===== config.mk =====
export PLATFORM = sky130hd
export DESIGN_NAME = pixels_sequencer
export DESIGN_NICKNAME = d
export VERILOG_FILES = /design/src/rtl/pixels_sequencer.sv
export SDC_FILE = /design/constraint.sdc
export NUM_CORES = 1
export LEC_CHECK = 0
export ABC_AREA = 1
export CORE_AREA = 2 2 39 41
export DETAILED_ROUTE_END_ITERATION = 6
export DIE_AREA = 0 0 41 43
export GPL_ROUTABILITY_DRIVEN = 0
export HOLD_SLACK_MARGIN = 0.03
export SETUP_SLACK_MARGIN = 0.05
export SLEW_MARGIN = 30
export SYNTH_ARGS = -nofsm -noshare
export SYNTH_HDL_FRONTEND = slang
export SYNTH_SLANG_ARGS = --single-unit
export TNS_END_PERCENT = 20

===== constraint.sdc =====
create_clock -name clk -period 1.1 [get_ports clk]
set_clock_uncertainty 0.05 [all_clocks]
set_input_delay 0.22 -clock clk [delete_from_list [all_inputs] [get_ports clk]]
set_output_delay 0.22 -clock clk [all_outputs]
set_load 0.02 [all_outputs]

===== src/rtl/pixels_sequencer.sv =====
// Pixel-window sequencer: after each buffer load, steps the pixel-select mux
// through NUM_WIN windows, one per completed calculation, gating the calc unit.
module pixels_sequencer #(
    parameter int NUM_WIN = 4,
    parameter int SEL_W   = 3
) (
    input  logic             clk,
    input  logic             n_rst,
    input  logic             load_enable,
    input  logic             calc_done,
    input  logic             hold,
    input  logic             loop_mode,
    output logic [SEL_W-1:0] select,
    output logic             calc_enable,
    output logic             busy,
    output logic             seq_done,
    output logic             abort
);

    generate
        if (NUM_WIN < 2 || NUM_WIN > 255 || (2 ** SEL_W) <= NUM_WIN) begin : g_param_check
            $error("pixels_sequencer: NUM_WIN must be 2..255 and fit in SEL_W bits");
        end
    endgenerate

    localparam logic [SEL_W-1:0] LAST_WIN  = SEL_W'(NUM_WIN);
    localparam logic [SEL_W-1:0] FIRST_WIN = SEL_W'(1);

    typedef enum logic {
        IDLE,
        ACTIVE
    } state_t;

    state_t           state, state_n;
    logic [SEL_W-1:0] win, win_n;
    logic             seq_done_n, abort_n;
    logic             accept;

    always_ff @(posedge clk or negedge n_rst) begin
        if (!n_rst) begin
            state    <= IDLE;
            win      <= '0;
            seq_done <= 1'b0;
            abort    <= 1'b0;
        end else begin
            state    <= state_n;
            win      <= win_n;
            seq_done <= seq_done_n;
            abort    <= abort_n;
        end
    end

    // A calc_done seen while held is dropped, never queued.
    assign accept = calc_done & ~hold;

    always_comb begin
        state_n    = state;
        win_n      = win;
        seq_done_n = 1'b0;
        abort_n    = 1'b0;
        case (state)
            IDLE: begin
                if (load_enable) begin
                    state_n = ACTIVE;
                    win_n   = FIRST_WIN;
                end
            end
            ACTIVE: begin
                if (win == LAST_WIN) begin
                    // Completion wins over a simultaneous load; the load only decides restart vs idle.
                    if (accept) begin
                        seq_done_n = 1'b1;
                        if (load_enable || loop_mode) begin
                            win_n = FIRST_WIN;
                        end else begin
                            state_n = IDLE;
                            win_n   = '0;
                        end
                    end else if (load_enable) begin
                        win_n   = FIRST_WIN;
                        abort_n = 1'b1;
                    end
                end else begin
                    if (accept) begin
                        win_n = win + 1'b1;
                    end else if (load_enable) begin
                        win_n   = FIRST_WIN;
                        abort_n = 1'b1;
                    end
                end
            end
            default: begin
                state_n = IDLE;
                win_n   = '0;
            end
        endcase
    end

    assign busy        = (state == ACTIVE);
    assign select      = busy ? win : '0;
    assign calc_enable = busy & ~hold;

endmodule


==> summary.txt, run 1 <==
Clock network
  • CTS tree: done
  • Clk sink count: 6
  • Worst-path clk slew: 0.04 ns
  • Num CTS Buffers: 3
  • Clock Latency Late Sink: 0.24 ns
  • # hold bufs at CTS: 0
  • H-tree depth: 1
  • Clock Tree Root: clkbuf_4
  • Clk buf depth: 2

Timing
  • Max Freq: 841 MHz
  • Hold Fails Final Rpt: 0
  • Final setup vio count: 9
  • Period utilization: 108%
  • Fin crit period: 1.19 ns
  • Hold Slack: 0.168 ns
  • RSZ-0062 raised after global routing: yes
  • Slew Viols, Final: 0
  • Slew headroom: 82.5%
  • Fin Setup TNS: -0.525 ns
  • Worst-Margin Slew: 0.261 ns
  • Fin worst setup slack: -0.0893 ns

Die
  • Initial Util: 25.3%
  • Core area: 1380 µm²
  • Row count: 14
  • Ports: 13
  • Total Die Area: 1760 µm²
  • Die W: 41 µm
  • Die Span Y: 43 µm

Power and ir drop
  • Static Leak: 0.000355 µW
  • Switching share of power: 29.0%
  • Cell area power density: 1090 nW/µm²
  • VDD IR max: 0.335 mV
  • P_int: 474 µW
  • Clock Power Share: 28.9%
  • Net Switching: 193 µW
  • Logic pwr share: 34.2%
  • Reg power frac: 36.9%

Route
  • Drt drc: 0
  • Router iterations before antenna repair: 2
  • Final ANT Viol Nets: 0
  • Total wire length: 770 µm
  • DR iter-0 viols: 7
  • WL per Instance: 9.06 µm
  • Via count: 360
  • Vias per inst: 4.24

Layout
  • Final instance area: 611 µm²
  • Area Overhead vs Synth: 74.3%
  • Number of diodes: 0
  • Final-stage net count: 79
  • Layout cells sized above 1: 42.0%
  • Post-Route Utilization: 44.1%

Worst setup path
  • WP buf/inv: 2
  • Slowest cell on crit path: dfrtp_2
  • Delay-heaviest family, CP: flip-flops
  • Max stage delay on crit path: 0.44 ns
  • Worst-path fanout max: 7
  • Sequence of cells on the critical path: nand2_1 -> inv_1 -> buf_6
  • WS Path Type: flip-flop to output port
  • Endpoint class of the critical path: output port
  • CP Data Required Time: 0.83 ns
  • Startpoint Class: flip-flop
  • Crit path arrival time: 0.92 ns

Global routing
  • Vias in the first global route: 290
  • Initial antenna violation count: 0
  • Largest net degree at the start of global routing: 8
  • GR Util All Layers: 9.24%
  • First-pass GRT wire length: 1.10 mm
  • GRT overflow: 0

Flow run
  • Max cap viols: 0

Logic synthesis
  • Gate Count Post-Synth: 47
  • Syn nets: 55
  • Number of synthesized register bits: 6
  • Mapped Area: 350 µm²
  • Sequential fraction of the synthesis area: 42.9%
  • Number of library cell types mapped by synthesis: 11
  • Synth warnings: 0
  • Avg Inst Size Synth: 7.45 µm²

Placement
  • Port bufs: 12
  • DP HPWL: 576 µm
  • Placed Area: 536 µm²
  • Pre-CTS setup slack: -0.572 ns

Outcome
  • Failing checks: setup timing
  • Status: complete, but fails checks

Worst hold path
  • Hold Crit Class: input pin to asynchronous set/reset pin
per-layer routing:
| metal | up-vias | global-route usage, % | share of wire (%) |
|---|---|---|---|
| li1 | 182 | - | - |
| met1 | 164 | 10.9 | 38 |
| met2 | 10 | 13.4 | 54 |
| met3 | 4 | 0 | 3.6 |
| met4 | 0 | 10.0 | 4.0 |
| met5 | - | 0 | 0 |
Yosys cell counts, drive strengths merged:
cell | number | area [µm²]
nand2 | 14 | 52.6
inv | 13 | 48.8
dfrtp | 6 | 150
nand3 | 5 | 37.5
nor2 | 4 | 17.5
ha | 2 | 25.0
nor3 | 1 | 5.00
o21ai | 1 | 5.00
xor2 | 1 | 8.76
flip-flops by register name (all words and copies together) (netlist names):
| register | count |
|---|---|
| win | 3 |
| abort | 1 |
| busy | 1 |
| seq_done | 1 |
cell usage in the layout, fill, tap and decap left out:
master	count
buf_6	6
clkdlybuf4s50_1	4
inv_4	3
dfrtp_1	5
nor2_4	1
inv_1	10
nand3_2	2
dlygate4sd2_1	1
nand3_1	2
buf_4	5
buf_2	3
nor3_1	1
nor2_2	1
o21ai_0	1
ha_1	1
clkbuf_4	3
nand2_1	12
nand2_4	1
xor2_1	1
nor2_1	2
nand3_4	1
dfrtp_2	1
ha_4	1
nand2_2	1
power by group through the flow:
stage / clock (µW) / sequential, µW / combinational (µW)
after detailed placement: 0 / 248 / 182
after global routing: 214 / 248 / 250
after floorplan: 0 / 257 / 77.8
final: 193 / 247 / 228
after CTS: 207 / 245 / 182
after global placement: 0 / 247 / 179
metrics by stage:
step	total power [µW]	std cells
2_1_floorplan	335	47
3_3_place_gp	426	81
3_5_place_dp	430	81
4_1_cts	633	84
5_1_grt	713	85
6_report	668	85
cells by family after synthesis:
group | after synthesis | share of synthesized area (%)
AND/OR/NAND/NOR | 24 | 32.1
buffers and inverters | 13 | 13.9
flip-flops | 6 | 42.9
adder cells (fa/ha/maj) | 2 | 7.14
AO/OA/AOI/OAI | 1 | 1.43
XOR/XNOR | 1 | 2.50
path summary, 6_finish.rpt:
| kind | from | endpoint | slack, ns | depth (start not counted) |
|---|---|---|---|---|
| min | n_rst | abort | 0.17 | 1 |
| max in group asynchronous | n_rst | busy | 0.61 | 1 |
| max reg2reg | win[0] | busy | -0.05 | 8 |
| max | busy | select[2] | -0.09 | 3 |
| min reg2reg | busy | abort | 0.56 | 2 |
| min in group clk | hold | busy | 0.39 | 5 |
cell type report:
type                            count  area (µm²)
Fill cell                         146         773
Multi-Input combinational cell     28         191
Timing Repair Buffer               19         169
Sequential cell                     6         151
Inverter                           13        56.3
Clock buffer                        3        22.5
Tap cell                           16        20.0
what timing repair did:
| item | CTS | global route |
|---|---|---|
| cloned | 0 | 0 |
| pin swaps | 3 | 6 |
| buffers inserted | 0 | 1 |
| endpoints found under the setup margin | 12 | 10 |
| gates resized for setup | 37 | 17 |
No activity file was read; power rests on OpenSTA's default activity.
==> run 2, diff against run 1 <==
Settings changed: CTS_CLUSTER_SIZE set to 25.
==> results of run 2 <==
Same layout as run 1: the final DEF is identical, and so are final timing and power.
==> run 3, diff against run 2 <==
Settings changed: CTS_CLUSTER_DIAMETER set to 40.
==> results of run 3 <==
Same layout as run 1: the final DEF is identical, and so are final timing and power.
